File: src/rtl/rsa_pkg.sv
// Shared RSA definitions for the tag-side encryption and reader-side decryption paths.
package rsa_pkg;

  localparam int WORD_SIZE = 8;

  typedef enum logic [2:0] {
    IDLE,
    LOAD,
    MULT,
    UPDATE,
    DONE
  } state_t;

  localparam logic [WORD_SIZE-1:0] RESULT_INIT = WORD_SIZE'(1);

endpackage

File: src/rtl/mod_mul_serial.sv
// Serial modular multiplier: p = a*b mod n, MSB-first interleaved shift-add-reduce in WordSize cycles.
module mod_mul_serial #(
  parameter int WordSize = rsa_pkg::WORD_SIZE
) (
  input  logic                clk,
  input  logic                reset,
  input  logic                start,
  input  logic [WordSize-1:0] a,
  input  logic [WordSize-1:0] b,
  input  logic [WordSize-1:0] n,
  output logic [WordSize-1:0] p,
  output logic                done
);

  localparam int CW = $clog2(WordSize + 1);

  logic [WordSize:0]   acc;
  logic [WordSize-1:0] a_q, b_q, n_q;
  logic [CW-1:0]       cnt;
  logic                running;

  // acc and a are always below n, so every intermediate stays below 2n.
  function automatic logic [WordSize:0] step(input logic [WordSize:0] acc_in,
                                             input logic [WordSize-1:0] a_in,
                                             input logic bit_in,
                                             input logic [WordSize-1:0] n_in);
    logic [WordSize:0] t;
    t = {acc_in[WordSize-1:0], 1'b0};
    if (t >= {1'b0, n_in}) t = t - {1'b0, n_in};
    if (bit_in) begin
      t = t + {1'b0, a_in};
      if (t >= {1'b0, n_in}) t = t - {1'b0, n_in};
    end
    return t;
  endfunction

  always_ff @(posedge clk) begin
    if (!reset) begin
      acc     <= '0;
      a_q     <= '0;
      b_q     <= '0;
      n_q     <= '0;
      cnt     <= '0;
      running <= 1'b0;
    end else if (start) begin
      a_q     <= a;
      n_q     <= n;
      b_q     <= {b[WordSize-2:0], 1'b0};
      acc     <= step('0, a, b[WordSize-1], n);
      cnt     <= CW'(WordSize - 1);
      running <= 1'b1;
    end else if (running) begin
      acc <= step(acc, a_q, b_q[WordSize-1], n_q);
      b_q <= {b_q[WordSize-2:0], 1'b0};
      cnt <= cnt - 1'b1;
      if (cnt == CW'(1)) running <= 1'b0;
    end
  end

  // done marks the cycle whose closing edge performs the final step; p is valid after it.
  assign done = running && (cnt == CW'(1));
  assign p    = acc[WordSize-1:0];

endmodule

File: src/rtl/rsa_decrypt_rx.sv
// Reader-side RSA decryption: plaintext = cipher^d mod n, constant-time right-to-left square-and-multiply.
module rsa_decrypt_rx
  import rsa_pkg::*;
#(
  parameter int WordSize = WORD_SIZE
) (
  input  logic                clk,
  input  logic                reset,
  input  logic [WordSize-1:0] cipher_in,
  input  logic                cipher_valid,
  output logic                cipher_ready,
  input  logic [WordSize-1:0] priv_key,
  input  logic [WordSize-1:0] mod,
  output logic [WordSize-1:0] plain_out,
  output logic                plain_valid,
  input  logic                plain_ready,
  output logic                busy,
  output logic                err
);

  localparam int KW = $clog2(WordSize);

  state_t              state;
  logic [WordSize-1:0] cipher_q, d_q, n_q;
  logic [WordSize-1:0] result, base;
  logic [KW-1:0]       k;
  logic                mul_start;
  logic [WordSize-1:0] p1, p2, upd_result;
  logic                done1, done2;

  mod_mul_serial #(.WordSize(WordSize)) u_mul_rb (
    .clk(clk), .reset(reset), .start(mul_start),
    .a(result), .b(base), .n(n_q), .p(p1), .done(done1)
  );

  mod_mul_serial #(.WordSize(WordSize)) u_mul_bb (
    .clk(clk), .reset(reset), .start(mul_start),
    .a(base), .b(base), .n(n_q), .p(p2), .done(done2)
  );

  // Both products are always computed; the key bit only selects which one is kept.
  assign upd_result = d_q[k] ? p1 : result;

  always_ff @(posedge clk) begin
    if (!reset) begin
      state        <= IDLE;
      cipher_ready <= 1'b1;
      plain_valid  <= 1'b0;
      plain_out    <= '0;
      err          <= 1'b0;
      busy         <= 1'b0;
      cipher_q     <= '0;
      d_q          <= '0;
      n_q          <= '0;
      result       <= '0;
      base         <= '0;
      k            <= '0;
      mul_start    <= 1'b0;
    end else begin
      case (state)
        IDLE: begin
          if (cipher_valid) begin
            cipher_q     <= cipher_in;
            d_q          <= priv_key;
            n_q          <= mod;
            cipher_ready <= 1'b0;
            busy         <= 1'b1;
            state        <= LOAD;
          end
        end
        LOAD: begin
          if (n_q < WordSize'(2) || cipher_q >= n_q) begin
            err       <= 1'b1;
            plain_out <= '0;
            state     <= DONE;
          end else begin
            result    <= WordSize'(RESULT_INIT);
            base      <= cipher_q;
            k         <= '0;
            mul_start <= 1'b1;
            state     <= MULT;
          end
        end
        MULT: begin
          mul_start <= 1'b0;
          if (done1 && done2) state <= UPDATE;
        end
        UPDATE: begin
          result <= upd_result;
          base   <= p2;
          k      <= k + 1'b1;
          if (k == KW'(WordSize - 1)) begin
            plain_out   <= upd_result;
            plain_valid <= 1'b1;
            state       <= DONE;
          end else begin
            mul_start <= 1'b1;
            state     <= MULT;
          end
        end
        DONE: begin
          // The error path arrives here with plain_valid still low and raises it one cycle later.
          if (!plain_valid) begin
            plain_valid <= 1'b1;
          end else if (plain_ready) begin
            plain_valid  <= 1'b0;
            plain_out    <= '0;
            err          <= 1'b0;
            busy         <= 1'b0;
            cipher_ready <= 1'b1;
            state        <= IDLE;
          end
        end
        default: state <= IDLE;
      endcase
    end
  end

endmodule

File: config.mk
export PLATFORM = sky130hd
export DESIGN_NAME = rsa_decrypt_rx
export DESIGN_NICKNAME = d
export VERILOG_FILES = /design/src/rtl/rsa_pkg.sv /design/src/rtl/mod_mul_serial.sv /design/src/rtl/rsa_decrypt_rx.sv
export SDC_FILE = /design/constraint.sdc
export NUM_CORES = 1
export LEC_CHECK = 0
export BUFFER_PORTS_ARGS = -buffer_cell sky130_fd_sc_hd__clkbuf_2
export CAP_MARGIN = 20
export CORE_ASPECT_RATIO = 1.5
export CORE_MARGIN = 4
export CORE_UTILIZATION = 60
export CTS_BUF_LIST = sky130_fd_sc_hd__clkbuf_16
export CTS_CLUSTER_DIAMETER = 120
export DETAILED_ROUTE_END_ITERATION = 8
export GPL_TIMING_DRIVEN = 0
export PLACE_DENSITY = 0.77
export SLEW_MARGIN = 25
export SYNTH_ARGS = -nofsm -noshare
export SYNTH_HDL_FRONTEND = slang
export SYNTH_HIERARCHICAL = 1
export SYNTH_SLANG_ARGS = --single-unit
export TNS_END_PERCENT = 5
File: constraint.sdc
create_clock -name clk -period 7.5 [get_ports clk]
set_input_delay 0.75 -clock clk [delete_from_list [all_inputs] [get_ports clk]]
set_output_delay 0.75 -clock clk [all_outputs]
set_load 0.01 [all_outputs]
==> flow_metrics.env, run 1 <==
export IMPL_outcome="finished clean"
export IMPL_clock_path_buffers=2
export IMPL_antenna_found_initial=0
export IMPL_cts_sinks=131
export IMPL_final_nets=1423
export IMPL_syn_inst=1229
export IMPL_rows=57
export IMPL_sw_frac_of_total=0.428
export IMPL_overflow=0
export IMPL_diodes=0
export IMPL_syn_avg_cell_area_um2=8.16
export IMPL_yosys_warnings=6
export IMPL_drcViolationCount=0
export IMPL_htreeDepth=4
export IMPL_portBuffers=39
export IMPL_tightest_slew_ps=796
export IMPL_p_leak_nw=4.69
export IMPL_vias=9393
export IMPL_area_delta_synth_final_pct=10.4
export IMPL_cts_made_buffers=17
export IMPL_syn_nets=1365
export IMPL_post_cts_buffers=0
export IMPL_critPathRequiredTime_ps=7820
export IMPL_cts_root_buf="clkbuf_16"
export IMPL_nFillCells=1389
export IMPL_slew_headroom=0.465
export IMPL_path_clk_slew_ps=60
export IMPL_clk_latency_ps=430
export IMPL_path_class="reg2reg"
export IMPL_ioPinCount=40
export IMPL_place_hpwl_um=22000
export IMPL_yosysSeqAreaShare=0.261
export IMPL_fmax_mhz=171
export IMPL_hold_buffers=0
export IMPL_ys_top_cells_by_area="dfxtp_1 26%, ha_1 12%, mux2i_1 6.7%, nor2_1 4.9%, nand2_1 4.7%"
export IMPL_cts_resized_gates=0
export IMPL_synth_flop_cell="dfxtp_1"
export IMPL_ant_nets=0
export IMPL_hold_class="reg2reg"
export IMPL_grt_use_total=0.306
export IMPL_grt_max_degree=17
export IMPL_yosys_register_bits=131
export IMPL_hold_start="d_q[3]$_SDFFE_PN0P_"
export IMPL_synth_edf_count=0
export IMPL_arrival_ps=6160
export IMPL_drtIter0Drc=774
export IMPL_async_flop_share=0
export IMPL_p_per_area_nw_per_um2=327
export IMPL_grt_pass1_wl_um=46100
export IMPL_first_global_vias=9206
export IMPL_die_y_um=166
export IMPL_synth_distinct_cells=88
export IMPL_finalHoldViolations=0
export IMPL_ir_worst_vdd_mv=0.420
export IMPL_synth_top_area_frac=0.261
export IMPL_period_share=0.779
export IMPL_p_clk_frac=0.229
export IMPL_synth_area_um2=10000
export IMPL_core_um2=16300
export IMPL_comb_power_share=0.542
export IMPL_drv_cap=0
export IMPL_p_sw_mw=1.55
export IMPL_fin_skew_ps=13.3
export IMPL_first_pass_iters=5
export IMPL_r2r_cells=24
export IMPL_hold_depth=2
export IMPL_r2r_end="u_mul_rb/acc[7]$_SDFFE_PN0P_"
export IMPL_worstSetupStartpointType="flop"
export IMPL_finalCriticalPeriod_ps=5840
export IMPL_cp_max_fo=10
export IMPL_layout_drive_gt1_share=0.0831
export IMPL_vias_per_cell=6.24
export IMPL_intPower_mw=2.07
export IMPL_wl_um=28800
export IMPL_power_share_sequential=0.228
export IMPL_gp_congestion=1.00
export IMPL_wl_per_cell_um=19.1
export IMPL_finish_utilization=0.678
export IMPL_whs_endpoint="d_q[3]$_SDFFE_PN0P_"
export IMPL_die_w_um=114
export IMPL_cp_end_kind="flop"
export IMPL_rsz0062_at_grt="no"
export IMPL_slew_violations=0
export IMPL_synth_top_area_cell="dfxtp_1"
export IMPL_dieArea_um2=18900
export IMPL_finalSetupViolations=0
export IMPL_final_setup_tns_ps=0
export IMPL_initial_core_util=0.614
export IMPL_ff2ff_setup_slack_ps=1660
export IMPL_cts_tree="done"
export IMPL_rr_startpoint="u_mul_rb/acc[0]$_SDFFE_PN0P_"
[cell families after synthesis]
group,synth area share
adders and majority gates,0.142
muxes,0.0867
xor gates and xnor gates,0.0515
and+or+nand+nor,0.181
DFF,0.261
buffers and inverters,0.0508
AOI/OAI and AO/OA,0.227
[Yosys cell counts, types with 18 or more instances]
| cell | count |
|---|---|
| dfxtp_1 | 131 |
| nor2_1 | 130 |
| nand2_1 | 125 |
| ha_1 | 98 |
| a21oi_1 | 84 |
| inv_1 | 84 |
| mux2i_1 | 67 |
| o21ai_0 | 48 |
| xnor2_1 | 36 |
| clkbuf_1 | 33 |
| a21boi_1 | 31 |
| nor3_1 | 25 |
| xor2_1 | 23 |
| o21a_1 | 21 |
| nand2b_1 | 19 |
| nand3_1 | 18 |
[worst max path at each step]
stage,startpoint,end,slack [ps],depth (start not counted)
finish,u_mul_rb/acc[0]$_SDFFE_PN0P_,u_mul_rb/acc[7]$_SDFFE_PN0P_,1660,24
global route,u_mul_rb/n_q[1]$_SDFFE_PN0P_,u_mul_rb/acc[7]$_SDFFE_PN0P_,1230,25
CTS,u_mul_rb/acc[0]$_SDFFE_PN0P_,u_mul_rb/acc[7]$_SDFFE_PN0P_,1710,24
detailed placement,u_mul_bb/acc[0]$_SDFFE_PN0P_,u_mul_bb/acc[3]$_SDFFE_PN0P_,1750,22
global placement,u_mul_rb/acc[0]$_SDFFE_PN0P_,u_mul_rb/acc[7]$_SDFFE_PN0P_,1810,24
floorplan,u_mul_rb/n_q[1]$_SDFFE_PN0P_,u_mul_rb/acc[7]$_SDFFE_PN0P_,2440,25
[cell usage in the layout (no fill, tap or decap), types with 6 or more instances in the layout]
cell type  instances
and2_1             7
o21a_1            21
o21ai_0           48
a32o_1             9
o22ai_1           12
a21oi_1           84
xnor2_1           36
nand2_1          125
a211oi_1          11
buf_1             10
nand2b_1          19
clkbuf_2          39
a21o_1            16
a21boi_1          31
nor4_1             7
o21bai_1           9
nand3_1           18
dfxtp_1          131
clkbuf_16         17
o211ai_1          13
clkbuf_1          33
xor2_1            23
and3_1            11
o2bb2ai_1          8
mux2i_1           67
nor2b_1            9
inv_1             84
nor3_1            24
ha_1              98
nor2_1           130
a31oi_1            8
mux2_2             8
fa_1              10
a211o_1            7
nand4_1            6
[through the flow]
stage	std cells	hold slack [ps]	setup WS [ps]	total power [mW]	instance area, um2
floorplan	1229	432	2440	2.34	10000
global placement	1474	439	1810	2.72	10500
detailed placement	1474	446	1750	2.75	10500
CTS	1506	456	1710	3.59	11100
global route	1506	479	1230	3.86	11100
finish	1506	453	1660	3.62	11100
[power groups by stage]
stage / Sequential [mW] / Combinational (mW) / Clock [mW]
after floorplan: 0.800 / 1.54 / 0
after global placement: 0.839 / 1.88 / 0
after detailed placement: 0.840 / 1.91 / 0
after CTS: 0.825 / 1.93 / 0.835
after global routing: 0.830 / 2.16 / 0.873
final: 0.827 / 1.96 / 0.830
[final cells by class]
type / count / area [um2] / area share
buffer: 47 / 190 / 0.0172
clock buffer: 17 / 425 / 0.0384
clock inverter: 15 / 163 / 0.0147
inverter: 85 / 319 / 0.0288
multi-input combinational: 966 / 6910 / 0.623
sequential: 131 / 2620 / 0.237
tap: 206 / 258 / 0.0233
timing repair buffer: 39 / 195 / 0.0176
[routing by layer]
metal / routed length [um] / share of wire / up-vias / GRT usage
met5: 0 / 0 / - / 0
met4: 1900 / 0.066 / 0 / 0.199
met3: 1390 / 0.048 / 126 / 0.0441
met2: 14900 / 0.52 / 328 / 0.549
met1: 10600 / 0.37 / 4410 / 0.328
li1: - / - / 4529 / -
[critical path: stages (launching register included)]
cell	delay, ps
dfxtp_1	560
ha_1	320
ha_1	180
and4_1	190
nor3_1	190
a21oi_2	110
nand2b_1	180
clkbuf_1	240
mux2i_1	420
inv_1	90
ha_1	280
a21o_1	170
a21oi_1	230
o21ai_0	170
nor2_1	140
xnor2_1	170
ha_1	310
o21ai_0	90
a21oi_1	80
o21a_1	210
o21ai_0	150
or4b_1	470
buf_6	170
mux2_4	310
a211o_1	290
[flip-flops by register name (all words and copies together) (netlist names), 3 cells and up]
signal        cells
u_mul_bb/a_q      8
u_mul_rb/n_q      8
u_mul_bb/n_q      8
u_mul_rb/b_q      7
u_mul_bb/acc      8
u_mul_rb/a_q      8
base              8
u_mul_rb/acc      8
d_q               8
state             3
u_mul_rb/cnt      4
u_mul_bb/cnt      4
result            8
n_q               8
cipher_q          8
u_mul_bb/b_q      7
k                 3
plain_out         8
Note: power is estimated with default switching activity, not from simulation.
==> run 2: changes to the inputs <==
Settings changed: CORE_UTILIZATION 60 to 57, PLACE_DENSITY 0.77 to 0.76.
Clock period 7.5 ns to 4.9 ns, I/O delays scaled along.
==> flow_metrics.env, run 2 (same netlist as run 1, synthesis figures left out) <==
export IMPL_layout_commonest_cell="nor2_1"
export IMPL_vias_per_cell=6.26
export IMPL_path_class="reg2reg"
export IMPL_final_cell_mix="126 x nor2_1, 125 x nand2_1, 115 x dfxtp_1"
export IMPL_arrival_ps=5280
export IMPL_fmax_mhz=202
export IMPL_wl_met3_um=1460
export IMPL_clk_latency_ps=440
export IMPL_diodes=0
export IMPL_critPathMaxStageDelay_ps=540
export IMPL_slew_headroom=0.466
export IMPL_crit_family="simple AND/OR/NAND/NOR gates"
export IMPL_startpoint="u_mul_rb/n_q[1]$_SDFFE_PN0P_"
export IMPL_fin_ws_ps=-51.7
export IMPL_ir_worst_vdd_mv=0.687
export IMPL_initial_core_util=0.578
export IMPL_p_clk_frac=0.207
export IMPL_final_nets=1451
export IMPL_dieArea_um2=19800
export IMPL_overflow=0
export IMPL_drv_cap=0
export IMPL_top_layer="met4"
export IMPL_drcViolationCount=0
export IMPL_finalHoldViolations=0
export IMPL_period_share=1.01
export IMPL_portBuffers=39
export IMPL_ioPinCount=40
export IMPL_rsz0062_at_grt="yes"
export IMPL_cts_root_buf="clkbuf_16"
export IMPL_p_sw_mw=2.64
export IMPL_p_leak_nw=4.92
export IMPL_fin_skew_ps=8.61
export IMPL_finish_utilization=0.678
export IMPL_cp_end_kind="flop"
export IMPL_grt_pass1_wl_um=46700
export IMPL_comb_power_share=0.587
export IMPL_antenna_found_initial=0
export IMPL_clock_path_buffers=2
export IMPL_dp_cells=1481
export IMPL_path_common_cell="buf_4"
export IMPL_hold_start="priv_key[2]"
export IMPL_wl_per_cell_um=19.6
export IMPL_layout_drive_gt1_share=0.158
export IMPL_worstSetupStartpointType="flop"
export IMPL_report_power_total_mw=6.19
export IMPL_cts_sinks=131
export IMPL_finalCriticalPeriod_ps=4950
export IMPL_tightest_slew_ps=794
export IMPL_slew_violations=0
export IMPL_stdcell_count=1541
export IMPL_hold_ws_ps=267
export IMPL_rows=59
export IMPL_hold_class="in2reg"
export IMPL_outcome="finished with violations"
export IMPL_grt_use_total=0.302
export IMPL_rr_startpoint="u_mul_rb/n_q[1]$_SDFFE_PN0P_"
export IMPL_place_hpwl_um=22200
export IMPL_pre_cts_slack_ps=-795
export IMPL_power_share_sequential=0.206
export IMPL_wl_um=30200
export IMPL_wl_met1_um=11000
export IMPL_first_pass_iters=6
export IMPL_sw_frac_of_total=0.427
export IMPL_cp_max_fo=6
export IMPL_wl_met2_um=15600
export IMPL_path_clk_slew_ps=70
export IMPL_area_delta_synth_final_pct=17.2
export IMPL_first_global_vias=9462
export IMPL_finalSetupViolations=5
export IMPL_die_y_um=170
export IMPL_p_per_area_nw_per_um2=526
export IMPL_critPathRequiredTime_ps=5230
export IMPL_intPower_mw=3.55
export IMPL_drtIter0Drc=809
export IMPL_critPathBufInv=6
export IMPL_ant_nets=0
export IMPL_vias=9653
export IMPL_gp_congestion=0.990
export IMPL_violations="negative setup slack"
export IMPL_crit_slowest_cell="or4b_4"
export IMPL_die_w_um=116
export IMPL_cts_made_buffers=17
export IMPL_core_um2=17300
export IMPL_grt_max_degree=17
export IMPL_htreeDepth=4
export IMPL_cts_tree="done"
run 2: changes by cell type in the layout (fill, tap and decap cells not counted), sizes merged:
cell      delta
buf         +29
clkbuf       -1
clkinv       +1
clkinvlp     -1
run 2: final timing paths:
| check | endpoint | slack [ps] | depth (start not counted) |
|---|---|---|---|
| setup / recovery | u_mul_rb/acc[0]$_SDFFE_PN0P_ | -50 | 25 |
| hold / removal | d_q[2]$_SDFFE_PN0P_ | 270 | 3 |
| setup reg to reg | u_mul_rb/acc[0]$_SDFFE_PN0P_ | -50 | 25 |
| hold reg to reg | d_q[3]$_SDFFE_PN0P_ | 460 | 2 |
run 2: metal layers:
metal  GRT usage  up-vias
met3      0.0523      160
met4       0.214        0
met2       0.541      403
met5           0        -
met1       0.309     4518
li1            -     4572
run 2: layout make-up:
class	instances	area [um2]
flip-flops and latches	131	2650
well taps	213	267
clock buffers	17	425
fillers	1375	5590
multi-input cells	966	7300
inverters	85	324
repair buffers	68	417
clock inverters	15	161
plain buffers	46	211
run 2: repair_timing:
action | 4_1_cts | 5_1_grt
pin swaps | 14 | 32
endpoints found under the setup margin | 16 | 16
setup buffers | 14 | 15
hold endpoints to repair | 0 | 0
resized for setup | 46 | 57
hold buffers | 0 | 0
run 2: through the flow:
stage	cell area [um2]	TNS (ps)
CTS	11400	-39.6
global placement	10500	-7210
global route	11800	-1510
detailed placement	10500	-8430
finish	11800	-154
floorplan	10100	0
run 2: worst min-delay path, stage by stage:
cell	delay, ps
clkbuf_2	80
nand2_1	40
a21boi_1	50
run 2: power by group through the flow:
stage / Combinational, mW / Sequential, mW / Clock, mW
after detailed placement: 2.95 / 1.29 / 0
after floorplan: 2.37 / 1.22 / 0
after global routing: 3.88 / 1.28 / 1.33
after CTS: 3.23 / 1.26 / 1.29
after global placement: 2.90 / 1.28 / 0
final: 3.63 / 1.27 / 1.28
==> run 3: changes to the inputs <==
Settings changed: CORE_UTILIZATION 57 to 60, PLACE_DENSITY 0.76 to 0.77.
Clock period 4.9 ns to 6.1 ns, I/O delays scaled along.
==> flow_metrics.env, run 3 (same netlist as run 1, synthesis figures left out) <==
export IMPL_slew_headroom=0.464
export IMPL_vias_per_cell=6.22
export IMPL_critPathRequiredTime_ps=6380
export IMPL_cts_tree="done"
export IMPL_cts_sinks=131
export IMPL_grt_max_degree=17
export IMPL_final_setup_tns_ps=0
export IMPL_worstSetupStartpointType="flop"
export IMPL_gp_congestion=1.00
export IMPL_final_cell_mix="130 x nor2_1, 130 x dfxtp_1, 125 x nand2_1"
export IMPL_stdcell_count=1505
export IMPL_die_w_um=114
export IMPL_p_leak_nw=4.68
export IMPL_rsz0062_at_grt="no"
export IMPL_grt_use_total=0.306
export IMPL_first_pass_iters=5
export IMPL_ff2ff_setup_slack_ps=400
export IMPL_die_y_um=166
export IMPL_cts_made_buffers=17
export IMPL_hold_class="in2reg"
export IMPL_grt_pass1_wl_um=46100
export IMPL_dieArea_um2=18900
export IMPL_cp_max_fo=10
export IMPL_startpoint="u_mul_bb/acc[0]$_SDFFE_PN0P_"
export IMPL_clk_latency_ps=430
export IMPL_fin_skew_ps=12.5
export IMPL_path_class="reg2reg"
export IMPL_diodes=0
export IMPL_drcViolationCount=0
export IMPL_final_nets=1422
export IMPL_ir_worst_vdd_mv=0.517
export IMPL_finalCriticalPeriod_ps=5700
export IMPL_initial_core_util=0.614
export IMPL_report_power_total_mw=4.45
export IMPL_drv_cap=0
export IMPL_wl_um=28700
export IMPL_r2r_cells=22
export IMPL_dp_cells=1474
export IMPL_path_clk_slew_ps=60
export IMPL_finalHoldViolations=0
export IMPL_layout_drive_gt1_share=0.0855
export IMPL_rr_startpoint="u_mul_bb/acc[0]$_SDFFE_PN0P_"
export IMPL_post_cts_buffers=0
export IMPL_cts_root_buf="clkbuf_16"
export IMPL_place_hpwl_um=22000
export IMPL_cp_endpoint="u_mul_bb/acc[3]$_SDFFE_PN0P_"
export IMPL_antenna_found_initial=0
export IMPL_wl_per_cell_um=19.1
export IMPL_tightest_slew_ps=796
export IMPL_ioPinCount=40
export IMPL_vias=9364
export IMPL_first_global_vias=9206
export IMPL_core_um2=16300
export IMPL_p_per_area_nw_per_um2=402
export IMPL_period_share=0.935
export IMPL_fmax_mhz=175
export IMPL_ant_nets=0
export IMPL_clock_path_buffers=2
export IMPL_htreeDepth=4
export IMPL_overflow=0
export IMPL_drtIter0Drc=700
export IMPL_arrival_ps=5980
export IMPL_rows=57
export IMPL_portBuffers=39
export IMPL_finalSetupViolations=0
export IMPL_outcome="finished clean"
export IMPL_area_delta_synth_final_pct=10.5
export IMPL_cp_end_kind="flop"
export IMPL_hold_depth=3
export IMPL_r2r_end="u_mul_bb/acc[3]$_SDFFE_PN0P_"
export IMPL_slew_violations=0
run 3: changes by cell type in the layout (fill, tap and decap cells not counted), moves of 4 or more:
cell / change
nor2_1: +4
ha_4: -13
dfxtp_1: +15
a21oi_1: +6
ha_1: +13
o21ai_2: -6
buf_4: -28
o21ai_1: -5
dfxtp_2: -12
o21ai_0: +11
inv_1: +4
a21oi_2: -5
run 3: worst min path at each step:
| stage | start | endpoint | slack (ps) |
|---|---|---|---|
| 2_1_floorplan | d_q[2]$_SDFFE_PN0P_ | d_q[2]$_SDFFE_PN0P_ | 430 |
| 3_3_place_gp | d_q[0]$_SDFFE_PN0P_ | d_q[0]$_SDFFE_PN0P_ | 440 |
| 3_5_place_dp | plain_out[1]$_SDFFE_PN0P_ | plain_out[1]$_SDFFE_PN0P_ | 450 |
| 4_1_cts | priv_key[2] | d_q[2]$_SDFFE_PN0P_ | 390 |
| 5_1_grt | cipher_in[5] | cipher_q[5]$_SDFFE_PN0P_ | 400 |
| 6_report | priv_key[2] | d_q[2]$_SDFFE_PN0P_ | 390 |
run 3: layer usage:
metal,vias up,share of wire,GRT usage
li1,4527,-,-
met1,4415,0.37,0.328
met2,305,0.52,0.549
met3,117,0.045,0.0441
met4,0,0.065,0.199
met5,-,0,0
run 3: layout make-up:
class / instances / area [um2]
Timing Repair Buffer: 39 / 195
Fill cell: 1391 / 5250
Inverter: 85 / 319
Buffer: 46 / 186
Clock buffer: 17 / 425
Clock inverter: 15 / 163
Multi-Input combinational cell: 966 / 6910
Sequential cell: 131 / 2620
Tap cell: 206 / 258
run 3: through the flow:
stage	util	instance area, um2	worst slack, ps	hold WS [ps]
floorplan	-	10000	1040	432
global placement	0.642	10500	410	439
detailed placement	0.642	10500	353	446
CTS	0.678	11100	310	389
global route	0.679	11100	13.2	395
finish	0.679	11100	399	394
run 3: timing repair:
item | in CTS | in global routing
endpoints found under the setup margin | 0 | 6
hold buffers | 0 | 0
resized for setup | 0 | 3
run 3: worst max-delay path: stages (launching register included):
cell	delay [ps]
dfxtp_1	540
ha_1	330
ha_1	190
a21oi_1	130
and3_1	210
o21ba_2	170
clkbuf_1	360
mux2i_2	420
inv_1	80
ha_1	280
a21o_1	190
nand2_1	70
a21oi_1	80
o41a_1	350
xnor2_1	250
inv_1	80
ha_1	320
o21a_1	120
o31a_1	140
nor4_4	560
mux2_2	440
o21ai_0	180
a31oi_1	80
run 3: power by group:
group	total (mW)	internal, mW	switching (mW)
Clock	1.02	0.581	0.437
Sequential	1.02	0.915	0.101
Combinational	2.42	1.04	1.37
